<file path="src/rtl/udp_mon_pkg.sv">
`default_nettype none
// +--------------------------------------------------------------------------+
// | udp_mon_pkg : shared types and constants for the UDP command monitor      |
// | Revision    : 1.0 - initial parametrised release                         |
// +--------------------------------------------------------------------------+
package udp_mon_pkg;

  typedef enum logic [2:0] {
    ST_OFF     = 3'd0,
    ST_ARMED   = 3'd1,
    ST_WR_REQ  = 3'd2,
    ST_SETTLE  = 3'd3,
    ST_RD_REQ  = 3'd4,
    ST_RD_WAIT = 3'd5
  } mon_state_e;

  localparam logic [7:0] CMD_NEW          = 8'h01;
  localparam logic [7:0] CMD_RESEND_ALL   = 8'h02;
  localparam logic [7:0] CMD_RESEND_ONE   = 8'h03;
  localparam logic [7:0] CMD_RESEND_RANGE = 8'h05;

  localparam logic [2:0] ERR_NONE    = 3'd0;
  localparam logic [2:0] ERR_BUSY    = 3'd1;
  localparam logic [2:0] ERR_UNKNOWN = 3'd2;
  localparam logic [2:0] ERR_RANGE   = 3'd3;
  localparam logic [2:0] ERR_TIMEOUT = 3'd4;

endpackage
`default_nettype wire

</file>
<file path="src/rtl/udp_sync2.sv">
`default_nettype none
// +--------------------------------------------------------------------------+
// | udp_sync2 : two-flop synchroniser exposing both stages                   |
// | Revision  : 1.0 - initial release                                        |
// +--------------------------------------------------------------------------+
module udp_sync2 #(
  parameter int W = 1
) (
  input  logic         clk,
  input  logic         rst,
  input  logic [W-1:0] d,
  output logic [W-1:0] s1,
  output logic [W-1:0] s2
);

  logic [W-1:0] s1_q, s1_d;
  logic [W-1:0] s2_q, s2_d;

  always_comb begin
    s1_d = d;
    s2_d = s1_q;
  end

  always_ff @(posedge clk) begin
    if (rst) begin
      s1_q <= '0;
      s2_q <= '0;
    end else begin
      s1_q <= s1_d;
      s2_q <= s2_d;
    end
  end

  assign s1 = s1_q;
  assign s2 = s2_q;

endmodule
`default_nettype wire

</file>
<file path="src/rtl/udp_cmd_monitor_p.sv">
`default_nettype none
// +--------------------------------------------------------------------------+
// | udp_cmd_monitor_p : NIOS command decoder driving SDRAM windows/packetiser |
// | Option macro      : TIMEOUT_EN (watchdog in WR_REQ / RD_WAIT)             |
// | Revision          : 1.0 - initial parametrised release                   |
// +--------------------------------------------------------------------------+
module udp_cmd_monitor_p
  import udp_mon_pkg::*;
#(
  parameter int ADDR_W      = 16,
  parameter int CNT_W       = 32,
  parameter int WORD_SHIFT  = 2,
  parameter int SETTLE_CYC  = 10,
  parameter int TIMEOUT_CYC = 65535
) (
  input  logic              clk,
  input  logic              RST,
  input  logic              begin_work,
  input  logic [7:0]        flag,
  input  logic [ADDR_W-1:0] frame_step,
  input  logic [ADDR_W-1:0] frame_addr_now,
  input  logic [ADDR_W-1:0] frame_addr_begin,
  input  logic [ADDR_W-1:0] frame_addr_end,
  input  logic              busy,
  input  logic              sdram_wr_done,
  input  logic              sdram_rd_done,
  input  logic              err_clr,
  output logic              sdram_wr,
  output logic              sdram_rd,
  output logic [ADDR_W-1:0] wraddr_begin,
  output logic [ADDR_W-1:0] wraddr_end,
  output logic [ADDR_W-1:0] rdaddr_begin,
  output logic [ADDR_W-1:0] rdaddr_end,
  output logic              packet_start,
  output logic [CNT_W-1:0]  cnt_init,
  output logic [ADDR_W-1:0] frame_length,
  output logic              err,
  output logic [2:0]        err_code
);

  localparam int SET_W = (SETTLE_CYC < 2) ? 1 : $clog2(SETTLE_CYC);
  localparam logic [SET_W-1:0] SETTLE_LAST = SET_W'(SETTLE_CYC - 1);

  logic       begin_work_s2, wr_done_s2, rd_done_s2;
  logic [7:0] flag_s1, flag_s2;
  logic [2:0] sync_s1_unused;

  udp_sync2 #(.W(1)) u_sync_bw   (.clk(clk), .rst(RST), .d(begin_work),    .s1(sync_s1_unused[0]), .s2(begin_work_s2));
  udp_sync2 #(.W(8)) u_sync_flag (.clk(clk), .rst(RST), .d(flag),          .s1(flag_s1),           .s2(flag_s2));
  udp_sync2 #(.W(1)) u_sync_wr   (.clk(clk), .rst(RST), .d(sdram_wr_done), .s1(sync_s1_unused[1]), .s2(wr_done_s2));
  udp_sync2 #(.W(1)) u_sync_rd   (.clk(clk), .rst(RST), .d(sdram_rd_done), .s1(sync_s1_unused[2]), .s2(rd_done_s2));

  mon_state_e        state_q, state_d;
  logic [SET_W-1:0]  settle_cnt_q, settle_cnt_d;
  logic [ADDR_W-1:0] wr_b_q, wr_b_d, wr_e_q, wr_e_d;
  logic [ADDR_W-1:0] rd_b_q, rd_b_d, rd_e_q, rd_e_d;
  logic [ADDR_W-1:0] len_q, len_d;
  logic [CNT_W-1:0]  cnt_q, cnt_d;
  logic              err_q, err_d;
  logic [2:0]        code_q, code_d;

  logic              flag_ev, to_hit, new_err;
  logic [2:0]        new_code;
  logic              ld_new, ld_all, ld_one, ld_range;
  logic [ADDR_W-1:0] step_w, now_w, beg_w, end_w;

  assign flag_ev = (flag_s1 != flag_s2);
  assign step_w  = frame_step       >> WORD_SHIFT;
  assign now_w   = frame_addr_now   >> WORD_SHIFT;
  assign beg_w   = frame_addr_begin >> WORD_SHIFT;
  assign end_w   = frame_addr_end   >> WORD_SHIFT;

`ifdef TIMEOUT_EN
  localparam int TO_W = $clog2(TIMEOUT_CYC + 1);
  localparam logic [TO_W-1:0] TO_LAST = TO_W'(TIMEOUT_CYC - 1);
  logic [TO_W-1:0] to_cnt_q, to_cnt_d;

  // Counter restarts on every entry into a waiting state since other states hold it at zero.
  always_comb begin
    to_cnt_d = '0;
    if (state_q == ST_WR_REQ || state_q == ST_RD_WAIT) to_cnt_d = to_cnt_q + TO_W'(1);
  end

  always_ff @(posedge clk) begin
    if (RST) to_cnt_q <= '0;
    else     to_cnt_q <= to_cnt_d;
  end

  assign to_hit = (to_cnt_q == TO_LAST);
`else
  assign to_hit = 1'b0;
`endif

  always_ff @(posedge clk) begin
    if (RST) state_q <= ST_OFF;
    else     state_q <= state_d;
  end

  always_comb begin
    state_d  = state_q;
    new_err  = 1'b0;
    new_code = ERR_NONE;
    ld_new   = 1'b0;
    ld_all   = 1'b0;
    ld_one   = 1'b0;
    ld_range = 1'b0;
    case (state_q)
      ST_OFF: if (begin_work_s2) state_d = ST_ARMED;
      ST_ARMED: begin
        if (!begin_work_s2) begin
          state_d = ST_OFF;
        end else if (flag_ev && !busy) begin
          case (flag_s1)
            CMD_NEW:        begin ld_new = 1'b1; state_d = ST_WR_REQ; end
            CMD_RESEND_ALL: begin ld_all = 1'b1; state_d = ST_RD_REQ; end
            CMD_RESEND_ONE: begin ld_one = 1'b1; state_d = ST_RD_REQ; end
            CMD_RESEND_RANGE: begin
              if (frame_addr_end < frame_addr_begin) begin
                new_err  = 1'b1;
                new_code = ERR_RANGE;
              end else begin
                ld_range = 1'b1;
                state_d  = ST_RD_REQ;
              end
            end
            default: begin new_err = 1'b1; new_code = ERR_UNKNOWN; end
          endcase
        end
      end
      ST_WR_REQ: begin
        if (wr_done_s2) state_d = ST_SETTLE;
        else if (to_hit) begin state_d = ST_ARMED; new_err = 1'b1; new_code = ERR_TIMEOUT; end
      end
      ST_SETTLE: if (settle_cnt_q == SETTLE_LAST) state_d = ST_RD_REQ;
      ST_RD_REQ: state_d = ST_RD_WAIT;
      ST_RD_WAIT: begin
        if (rd_done_s2) state_d = begin_work_s2 ? ST_ARMED : ST_OFF;
        else if (to_hit) begin state_d = ST_ARMED; new_err = 1'b1; new_code = ERR_TIMEOUT; end
      end
      default: state_d = ST_OFF;
    endcase
    // Any command that cannot be taken right now is a collision.
    if (flag_ev && (state_q != ST_ARMED || busy || !begin_work_s2)) begin
      new_err  = 1'b1;
      new_code = ERR_BUSY;
    end
  end

  always_comb begin
    sdram_wr     = (state_q == ST_WR_REQ);
    sdram_rd     = (state_q == ST_RD_REQ) || (state_q == ST_RD_WAIT);
    packet_start = (state_q == ST_RD_REQ);
  end

  always_comb begin
    wr_b_d = wr_b_q;
    wr_e_d = wr_e_q;
    rd_b_d = rd_b_q;
    rd_e_d = rd_e_q;
    len_d  = len_q;
    cnt_d  = cnt_q;
    if (ld_new) begin
      wr_b_d = '0;
      wr_e_d = step_w;
    end
    if (ld_new || ld_all) begin
      rd_b_d = '0;
      rd_e_d = step_w;
      len_d  = frame_step;
      cnt_d  = '0;
    end
    if (ld_one) begin
      rd_b_d = now_w;
      rd_e_d = now_w + ADDR_W'(1);
      len_d  = ADDR_W'(1) << WORD_SHIFT;
      cnt_d  = CNT_W'(frame_addr_now);
    end
    if (ld_range) begin
      rd_b_d = beg_w;
      rd_e_d = end_w;
      len_d  = frame_addr_end - frame_addr_begin;
      cnt_d  = CNT_W'(beg_w);
    end
    settle_cnt_d = (state_q == ST_SETTLE) ? settle_cnt_q + SET_W'(1) : '0;
    err_d  = err_q;
    code_d = code_q;
    if (err_clr) begin
      err_d  = 1'b0;
      code_d = ERR_NONE;
    end
    if (new_err && (!err_q || err_clr)) begin
      err_d  = 1'b1;
      code_d = new_code;
    end
  end

  always_ff @(posedge clk) begin
    if (RST) begin
      settle_cnt_q <= '0;
      wr_b_q <= '0;
      wr_e_q <= '0;
      rd_b_q <= '0;
      rd_e_q <= '0;
      len_q  <= '0;
      cnt_q  <= '0;
      err_q  <= 1'b0;
      code_q <= ERR_NONE;
    end else begin
      settle_cnt_q <= settle_cnt_d;
      wr_b_q <= wr_b_d;
      wr_e_q <= wr_e_d;
      rd_b_q <= rd_b_d;
      rd_e_q <= rd_e_d;
      len_q  <= len_d;
      cnt_q  <= cnt_d;
      err_q  <= err_d;
      code_q <= code_d;
    end
  end

  assign wraddr_begin = wr_b_q;
  assign wraddr_end   = wr_e_q;
  assign rdaddr_begin = rd_b_q;
  assign rdaddr_end   = rd_e_q;
  assign frame_length = len_q;
  assign cnt_init     = cnt_q;
  assign err          = err_q;
  assign err_code     = code_q;

endmodule
`default_nettype wire

</file>
<file path="config.mk">
export PLATFORM = sky130hd
export DESIGN_NAME = udp_cmd_monitor_p
export DESIGN_NICKNAME = d
export VERILOG_FILES = /design/src/rtl/udp_mon_pkg.sv /design/src/rtl/udp_sync2.sv /design/src/rtl/udp_cmd_monitor_p.sv
export SDC_FILE = /design/constraint.sdc
export NUM_CORES = 1
export LEC_CHECK = 0
export BUFFER_PORTS_ARGS = -buffer_cell sky130_fd_sc_hd__buf_2
export CORE_MARGIN = 2
export CORE_UTILIZATION = 40
export CTS_BUF_LIST = sky130_fd_sc_hd__clkbuf_2 sky130_fd_sc_hd__clkbuf_4 sky130_fd_sc_hd__clkbuf_8
export DETAILED_ROUTE_END_ITERATION = 16
export PLACE_DENSITY = 0.68
export SKIP_CTS_REPAIR_TIMING = 1
export SYNTH_ARGS = -nofsm -noshare
export SYNTH_HDL_FRONTEND = slang
export SYNTH_SLANG_ARGS = --single-unit
</file>
<file path="constraint.sdc">
create_clock -name clk -period 2.64 [get_ports clk]
set_input_delay 0.132 -clock clk [delete_from_list [all_inputs] [get_ports clk]]
set_output_delay 0.132 -clock clk [all_outputs]
set_load 0.1 [all_outputs]
</file>
==> flow_summary.yaml <==
setup_path:
  cp-end-kind: "flop"
  cp.required_ps: 2980
  cp_slowest_cell: "nor3_2"
  cp_num_buf_inv: 0
  crit_fanout: 10
  path_cells: "xnor2_1 > nand4_1 > o21ai_4 > nor2_2 > a31o_1 > nor3_2 > a221o_1"
  setup.worst_path.start_class: "flop"
  critPathMaxStageDelay_ps: 570
  worstPathArrival_ps: 2800
  critPathTopFamily: "compound AO/OA/AOI/OAI gates"
  r2r_slack_ps: 180
  criticalPathCategory: "reg -> reg"
clocking:
  cts_buffers: 9
  htree_levels: 3
  clkLatencyLatePin_ps: 390
  cts.sinks: 107
  cts_tree: "built"
  root_buffer: "clkbuf_8"
  clk_pin_slew_ps: 110
  cts_buffer_depth: 2
timing:
  period_share_pct: 93.2
  slew_headroom_pct: 52.0
  setup_viol: 0
  worst_pin_slew_ps: 720
  maxSlewViolCount: 0
  fin_worst_skew_ps: 15.9
  fmax_ghz: 0.407
  hold_slack_ps: -15.0
  finalCriticalPeriod_ps: 2460
  totalNegativeSetupSlack_ps: 0
  hold_violations: 10
  rsz0062_at_grt: "yes"
logic_synthesis:
  netlist_instances: 699
  synth_top_area_share_pct: 36.4
  ys_seq_area_share_pct: 36.4
  syn_area_um2: 5890
  avgSynthCellArea_um2: 8.43
  synth_cell_types: 68
  synth_flop_cell: "dfxtp_1"
  synth_area_leaders: "dfxtp_1 (36%), nand2_1 (6.4%), buf_4 (5.1%)"
  yosysTopAreaCell: "dfxtp_1"
  synthArstFlopShare_pct: 0
  ys_seq_elements: 107
  ys_warn_count: 0
  synth_edf_count: 0
placement:
  postPlaceCellArea_um2: 6890
  dp_hpwl_um: 13300
  dp_cells: 1039
  globalplace.congestion: 0.902
  place.port_buffers: 159
finish:
  layout_common_cells: "buf_2 (159), dfxtp_1 (107), nand2_1 (101), a21oi_1 (42), conb_1 (38)"
  drive_above_1_share_pct: 26.5
  final_cells: 1076
  syn_to_final_growth_pct: 24.2
  finalInstanceArea_um2: 7320
  nNetsFinal: 985
  final_common_cell: "buf_2"
outcome:
  status: "finished, violations left"
  violations: "negative hold slack"
routing:
  drt_iter0_markers: 415
  routed_via_density: 5.28
  wl_um: 17400
  vias: 5685
  firstDrtPassIters: 5
  routedWlPerCell_um: 16.1
  drc: 0
  antenna_left: 0
grt:
  antenna_found_initial: 1
  grt_pass1_vias: 5185
  grt_max_degree: 35
  gr-total-overflow: 0
  grt_pass1_wl_um: 27200
  grt_usage_pct: 21.5
power_and_ir_drop:
  vdd_drop_max_uv: 361
  p_leak_nw: 3.20
  power_mw: 3.62
  powerDensity_nw_per_um2: 494
min_path:
  hold_path_class: "in -> reg"
floorplanning:
  die_area_um2: 15700
  num_rows: 44
  core_um2: 14500
  chipWidth_um: 125
  initial_utilization_pct: 40.7
  boundaryPins: 198
  fp.dieH_um: 125
job:
  maxCapViolCount: 0
per-stage QoR:
stage | utilization (%) | setup slack [ps]
global route | 50.5 | -6.60
finish | 50.5 | 180
floorplan | - | 121
global placement | 47.6 | -31.4
detailed placement | 47.6 | -66.8
CTS | 49.1 | 141
kinds of logic after synthesis:
group	synth area share (%)
buffers and inverters	9.49
and+or+nand+nor	23.7
DFF	36.4
xor gates and xnor gates	4.91
adders and majority gates	4.37
AOI/OAI and AO/OA	20.9
muxes	0.191
other	0.0636
flip-flops by register name, indices dropped and copies added, names as in the netlist:
register,count
u_sync_rd.s2,1
rdaddr_begin,14
wraddr_end,14
state_q,3
u_sync_bw.s2,1
u_sync_wr.s1,1
err,1
u_sync_flag.s2,8
settle_cnt_q,4
u_sync_bw.s1,1
u_sync_flag.s1,8
u_sync_wr.s2,1
cnt_init,16
frame_length,16
rdaddr_end,15
err_code,2
u_sync_rd.s1,1
tightest hold or removal path, stage by stage:
cell     delay [ps]
buf_2           110
nand2_1          50
a21oi_1          50
cell usage after synthesis, types with 10 or more instances:
cell	n
a211oi_1	14
a21oi_1	42
buf_2	15
a21o_1	11
xnor2_1	25
inv_1	23
a221o_1	20
nand2_1	101
and2_1	19
o21ai_0	19
nor2b_1	33
nor2_1	19
nor3_1	22
ha_1	19
clkbuf_1	17
dfxtp_1	107
nand3_1	19
buf_4	40
nand2b_1	14
a31oi_1	10
power breakdown:
part | switching, mW | internal, mW
Combinational | 0.565 | 0.247
Clock | 0.613 | 0.541
Sequential | 0.0140 | 1.64
Total | 1.19 | 2.42
final timing paths:
kind,startpoint,to,cells past startpoint
setup reg to reg,u_sync_flag.s1[5],cnt_init[10],7
hold / removal,frame_step[13],wraddr_end[11],3
setup / recovery,u_sync_flag.s1[5],cnt_init[10],7
hold reg to reg,u_sync_rd.s1,u_sync_rd.s2,1
final cells by class:
| class | count | area [µm²] |
|---|---|---|
| Fill cell | 1431 | 7160 |
| Multi-Input combinational cell | 532 | 3350 |
| Sequential cell | 107 | 2140 |
| Timing Repair Buffer | 213 | 1290 |
| Tap cell | 184 | 230 |
| Clock buffer | 9 | 124 |
| Clock inverter | 7 | 98.8 |
| Inverter | 23 | 86.3 |
| Antenna cell | 1 | 2.50 |
layer usage:
metal  track usage, %  vias to the layer above  routed length [µm]
li1                 -                     2764                   -
met1             30.7                     2665                8250
met2             32.2                      231                7420
met3             5.18                       25                1340
met4             6.41                        0                 346
met5                0                        -                   0
(Power assumes the default switching activity.)
